[src/rtl/fetch_decode_pkg.sv]
// Shared definitions for the fetch/decode slice: opcodes, bubble word, FSM encoding
// and instruction field positions.
package fetch_decode_pkg;

  localparam logic [31:0] RESET_PC = 32'h0100_0000;
  localparam logic [31:0] NOP_INST = 32'h0000_0013;  // addi x0,x0,0

  // Opcode values shared with the forwarding unit
  localparam logic [6:0] R_TYPE = 7'b0110011;
  localparam logic [6:0] I_TYPE = 7'b0010011;
  localparam logic [6:0] LOAD   = 7'b0000011;
  localparam logic [6:0] STORE  = 7'b0100011;
  localparam logic [6:0] BRANCH = 7'b1100011;
  localparam logic [6:0] JAL    = 7'b1101111;
  localparam logic [6:0] JALR   = 7'b1100111;
  localparam logic [6:0] LUI    = 7'b0110111;
  localparam logic [6:0] AUIPC  = 7'b0010111;
  localparam logic [6:0] ECALL  = 7'b1110011;

  localparam int REG_W   = 5;
  localparam int OPC_W   = 7;
  localparam int OPC_LSB = 0;
  localparam int RD_LSB  = 7;
  localparam int RS1_LSB = 15;
  localparam int RS2_LSB = 20;

  typedef enum logic [1:0] {
    FILL = 2'd0,
    RUN  = 2'd1,
    HOLD = 2'd2
  } fd_state_t;

  function automatic logic [31:0] word_align(input logic [31:0] addr);
    return {addr[31:2], 2'b00};
  endfunction

endpackage

[src/rtl/fetch_decode_field_dec.sv]
// Combinational split of a 32-bit RISC-V instruction into rd/rs1/rs2/opcode.
module inst_field_dec
  import fetch_decode_pkg::*;
(
  input  logic [31:0]      inst,
  output logic [REG_W-1:0] rd,
  output logic [REG_W-1:0] rs1,
  output logic [REG_W-1:0] rs2,
  output logic [OPC_W-1:0] opcode
);

  assign rd     = inst[RD_LSB  +: REG_W];
  assign rs1    = inst[RS1_LSB +: REG_W];
  assign rs2    = inst[RS2_LSB +: REG_W];
  assign opcode = inst[OPC_LSB +: OPC_W];

  logic unused_fields;
  assign unused_fields = ^{inst[31:25], inst[14:12]};

endmodule

[src/rtl/fetch_decode.sv]
// Fetch-address generator and IF/ID register with one-entry skid for stalls and a
// fill cycle after redirects; exposes decode and lookahead register fields.
module fetch_decode
  import fetch_decode_pkg::*;
(
  input  logic        clock,
  input  logic        reset,
  input  logic        stall,
  input  logic        redirect,
  input  logic [31:0] redirect_pc,
  output logic [31:0] imem_addr,
  input  logic [31:0] imem_rdata,
  output logic [31:0] pc_D,
  output logic [31:0] inst_D,
  output logic        valid_D,
  output logic [4:0]  addrD,
  output logic [4:0]  addrA,
  output logic [4:0]  addrB,
  output logic [6:0]  OPC,
  output logic [4:0]  addrA1,
  output logic [4:0]  addrB1,
  output logic [6:0]  OPC1
);

  fd_state_t   state, state_nx;
  logic [31:0] fa, fa_nx;
  logic [31:0] ra, ra_nx;
  logic [31:0] skid, skid_nx;
  logic [31:0] skid_pc, skid_pc_nx;
  logic [31:0] pc_nx, inst_nx;
  logic        valid_nx;
  logic [31:0] look_inst;

  always_ff @(posedge clock or posedge reset) begin
    if (reset) begin
      state   <= FILL;
      fa      <= RESET_PC;
      ra      <= RESET_PC;
      // NOTE: the skid is a single register, not an array, so it is reset like any other flop.
      skid    <= NOP_INST;
      skid_pc <= RESET_PC;
      pc_D    <= RESET_PC;
      inst_D  <= NOP_INST;
      valid_D <= 1'b0;
    end else begin
      // NOTE: non-blocking updates so every register samples the pre-edge values.
      state   <= state_nx;
      fa      <= fa_nx;
      ra      <= ra_nx;
      skid    <= skid_nx;
      skid_pc <= skid_pc_nx;
      pc_D    <= pc_nx;
      inst_D  <= inst_nx;
      valid_D <= valid_nx;
    end
  end

  always_comb begin
    // NOTE: hold-by-default assignments first keep this block free of latches.
    state_nx   = state;
    fa_nx      = fa;
    ra_nx      = ra;
    skid_nx    = skid;
    skid_pc_nx = skid_pc;
    pc_nx      = pc_D;
    inst_nx    = inst_D;
    valid_nx   = valid_D;
    look_inst  = NOP_INST;

    if (redirect) begin
      // Data returning for the old fetch address is dropped by the fill cycle.
      fa_nx    = word_align(redirect_pc);
      inst_nx  = NOP_INST;
      valid_nx = 1'b0;
      skid_nx  = NOP_INST;
      state_nx = FILL;
    end else begin
      case (state)
        FILL: if (!stall) begin
          inst_nx  = NOP_INST;
          valid_nx = 1'b0;
          ra_nx    = fa;
          fa_nx    = fa + 32'd4;
          state_nx = RUN;
        end
        RUN: if (!stall) begin
          inst_nx  = imem_rdata;
          pc_nx    = ra;
          valid_nx = 1'b1;
          ra_nx    = fa;
          fa_nx    = fa + 32'd4;
        end else begin
          skid_nx    = imem_rdata;
          skid_pc_nx = ra;
          state_nx   = HOLD;
        end
        HOLD: if (!stall) begin
          inst_nx  = skid;
          pc_nx    = skid_pc;
          valid_nx = 1'b1;
          ra_nx    = fa;
          fa_nx    = fa + 32'd4;
          state_nx = RUN;
        end
        default: state_nx = FILL;
      endcase
    end

    case (state)
      RUN:     look_inst = imem_rdata;
      HOLD:    look_inst = skid;
      default: look_inst = NOP_INST;
    endcase
  end

  assign imem_addr = fa;

  logic unused_rd1;
  logic [1:0] unused_pc_lsb;
  assign unused_pc_lsb = redirect_pc[1:0];

  inst_field_dec u_dec_d (
    .inst   (inst_D),
    .rd     (addrD),
    .rs1    (addrA),
    .rs2    (addrB),
    .opcode (OPC)
  );

  logic [4:0] look_rd;
  inst_field_dec u_dec_look (
    .inst   (look_inst),
    .rd     (look_rd),
    .rs1    (addrA1),
    .rs2    (addrB1),
    .opcode (OPC1)
  );
  assign unused_rd1 = ^look_rd;

endmodule

[config.mk]
export PLATFORM = sky130hd
export DESIGN_NAME = fetch_decode
export DESIGN_NICKNAME = d
export VERILOG_FILES = /design/src/rtl/fetch_decode_pkg.sv /design/src/rtl/fetch_decode_field_dec.sv /design/src/rtl/fetch_decode.sv
export SDC_FILE = /design/constraint.sdc
export NUM_CORES = 1
export LEC_CHECK = 0
export ABC_AREA = 1
export CAP_MARGIN = 20
export CORE_MARGIN = 4
export CORE_UTILIZATION = 46
export CTS_CLUSTER_DIAMETER = 30
export CTS_CLUSTER_SIZE = 30
export DETAILED_ROUTE_END_ITERATION = 8
export HOLD_SLACK_MARGIN = 0.02
export MAX_ROUTING_LAYER = met4
export PLACE_DENSITY_LB_ADDON = 0.12
export SLEW_MARGIN = 20
export SYNTH_ARGS = -nofsm -noshare
export SYNTH_HDL_FRONTEND = slang
export SYNTH_SLANG_ARGS = --single-unit
[constraint.sdc]
create_clock -name clock -period 6.2 [get_ports clock]
set_input_delay 1.55 -clock clock [delete_from_list [all_inputs] [get_ports clock]]
set_output_delay 1.55 -clock clock [all_outputs]
set_load 0.1 [all_outputs]
==> results.cfg <==
[floorplan]
dieArea_sq_mm = 0.0222
ioPinCount = 204
die_w_microns = 149
core_area_sq_mm = 0.0195
rows = 51
dieHeight_microns = 149
initial_core_util_pct = 46.8

[cells_and_area]
drive_gt1_share_pct = 9.19
area_growth_pct = 27.7
nFillCells = 1744
final_cells = 1538
diodes = 0
final_net_count = 1333

[critical_path]
path_buf_inv = 2
crit_fanout = 2
cp_data_required_time_ps = 4650
worst-path-stages = 4
crit_family = buffers and inverters
cp_cell_sequence = clkdlybuf4s50_1 -> nand2_1 -> nand3_1 -> clkdlybuf4s50_1
cp_slowest_cell = clkdlybuf4s50_1
cp.arrival_ps = 3380
startpoint_type = input pin
max_stage_delay_ps = 1150
crit_type = in2out
r2r_start = state[0]
path_common_cell = clkdlybuf4s50_1
startpoint = imem_rdata[0]
end_kind = primary output
reg2reg_depth = 10

[clocking]
cts_resized = 0
post_cts_buffers = 0
cts_htree_levels = 4
cts_tree = built
cts_sinks = 187
path_clk_slew_ps = 60
clock_path_buffers = 2
cts-root-buf = clkbuf_16
clk_latency_ps = 430
cts_hold_buf = 0
cts_made_buffers = 17

[sta]
fmax_mhz = 203
worstMarginPinSlew_ps = 1050
hold_viol_final = 0
grt_setup_unrepaired = false
min_period_ps = 4930
slew-limit-headroom_pct = 29.9
setup_viol = 0
tns_ps = 0
fin_crit_sh_pct = 79.5
drv_slew = 0
fin_skew_ps = 14.1

[synth]
seq_area_frac_synth_pct = 51.4
synth_area_leader_cell = dfrtp_1
yosys.area.top_type_share_pct = 48.5
synth.cell_area_sq_mm = 0.00913
synth_area_leaders = dfrtp_1, nand2_1, inv_1
synth_most_common_cell = nand2_1
yosysUniqueCellTypes = 37
synth_edf_count = 0
ys.flop_type = dfrtp_1
yosys_warnings = 0
syn_inst = 1111
ys_ff_latch = 187
synthTopCellsByCount = nand2_1, inv_1, dfrtp_1
avgSynthCellArea_sq_um = 8.22
synthArstFlopShare_pct = 100

[detailed_routing]
drc = 0
dr_total_vias = 7668
antenna_left = 0
drtIter0Drc = 570
viasPerCell = 4.99
wl_mm = 23.3
drt_pass1_iterations = 5
wire_per_inst_microns = 15.1

[placed_design]
hpwl_mm = 15.7
dp.cells = 1504
routabilityCongestion = 0.889
io_buffer_count = 197

[worst_hold_path]
hp-class = reg2reg
hold_path_startpoint = skid_pc[7]
hold_depth = 2

[power_and_ir_drop]
p_per_area_mw_per_mm2 = 423
worst_ir_drop_vdd_mv = 0.310
p_leak_nw = 5.19

[global_routing]
overflow = 0
grt_pass1_wl_mm = 37.5
grt_max_degree = 188
grt_use_total_pct = 21.6
antenna_found_initial = 0
grt_pass1_vias = 7168

[run]
maxCapViolations = 0

[status]
status = completed
-- kinds of logic (layout without fill, tap and decap cells) --
kind of cell	count (synthesis)	after routing	share of synthesized area [%]
buf+inv	280	439	13.5
xor+xnor	3	3	0.288
simple gates	380	380	16.9
other cells	1	4	0.0411
compound gates	255	255	17.2
flops	187	187	51.4
fa+ha+maj	5	5	0.685
-- through the flow --
stage / area (sq um) / utilization, % / worst slack, ps / power, W / hold WS (ps)
2_1_floorplan: 9150 / - / 1640 / 0.00338 / 448
3_3_place_gp: 11000 / 56.4 / 1290 / 0.00385 / 460
3_5_place_dp: 11000 / 56.4 / 1290 / 0.00387 / 468
4_1_cts: 11600 / 59.5 / 1280 / 0.00496 / 484
5_1_grt: 11700 / 59.8 / 1210 / 0.00518 / 504
6_report: 11700 / 59.8 / 1270 / 0.00493 / 483
-- power by group --
| group | total, W | leakage, nW | switching (W) | internal (W) |
|---|---|---|---|---|
| Clock | 0.00108 | 0.287 | 0.000535 | 0.000544 |
| Sequential | 0.00166 | 2.34 | 0.000158 | 0.00150 |
| Combinational | 0.00220 | 2.56 | 0.00168 | 0.000517 |
-- sequential cells by signal (all words and copies together), names as in the netlist --
signal and cells:
valid_D 1, skid 32, ra 30, inst_D 32
pc_D 30, state 2, skid_pc 30, imem_addr 30
-- worst min-delay path: stages (launching register included) --
cell	delay (ps)
dfrtp_1	340
nand2_1	50
o21ai_0	60
-- final timing paths --
path,endpoint,slack [ps]
worst max-delay path,OPC1[0],1270
worst min-delay path,skid_pc[7],480
worst max register to register,inst_D[4],3530
worst min register to register,skid_pc[7],480
max in group asynchronous,imem_addr[10],3690
min in group asynchronous,inst_D[9],1540
-- layout make-up --
cell class / count / area [sq um] / share of cell area, %
clock buffers: 17 / 425 / 3.65
clock inverters: 15 / 170 / 1.46
inverters: 199 / 751 / 6.43
multi-input cells: 647 / 3230 / 27.6
flip-flops and latches: 187 / 4690 / 40.2
well taps: 265 / 332 / 2.84
repair buffers: 208 / 2070 / 17.8
-- layer usage --
layer	vias up	part of all wire, %	track usage (%)
met5	-	0	-
met3	24	5.1	4.22
met2	224	44	30.0
met1	3593	49	32.3
met4	0	1.8	5.86
li1	3827	-	-
-- layout by cell type, fill, tap and decap left out, types with 5 or more instances in the layout --
cell             Yosys  final
clkdlybuf4s50_1      0    183
nand4_1              8      8
clkbuf_16            0     17
dfstp_2             10     10
o21bai_1             5      5
o21ai_0            104    104
ha_1                 5      5
nand2_1            209    209
inv_2                7      8
buf_4               28     22
a21oi_1             11     11
nand3_1             40     40
o22ai_1             88     88
a21oi_2             30     30
inv_1              192    190
nor2_1             109    109
dfrtp_1            177    177
Note: power is estimated with default switching activity, not from simulation.
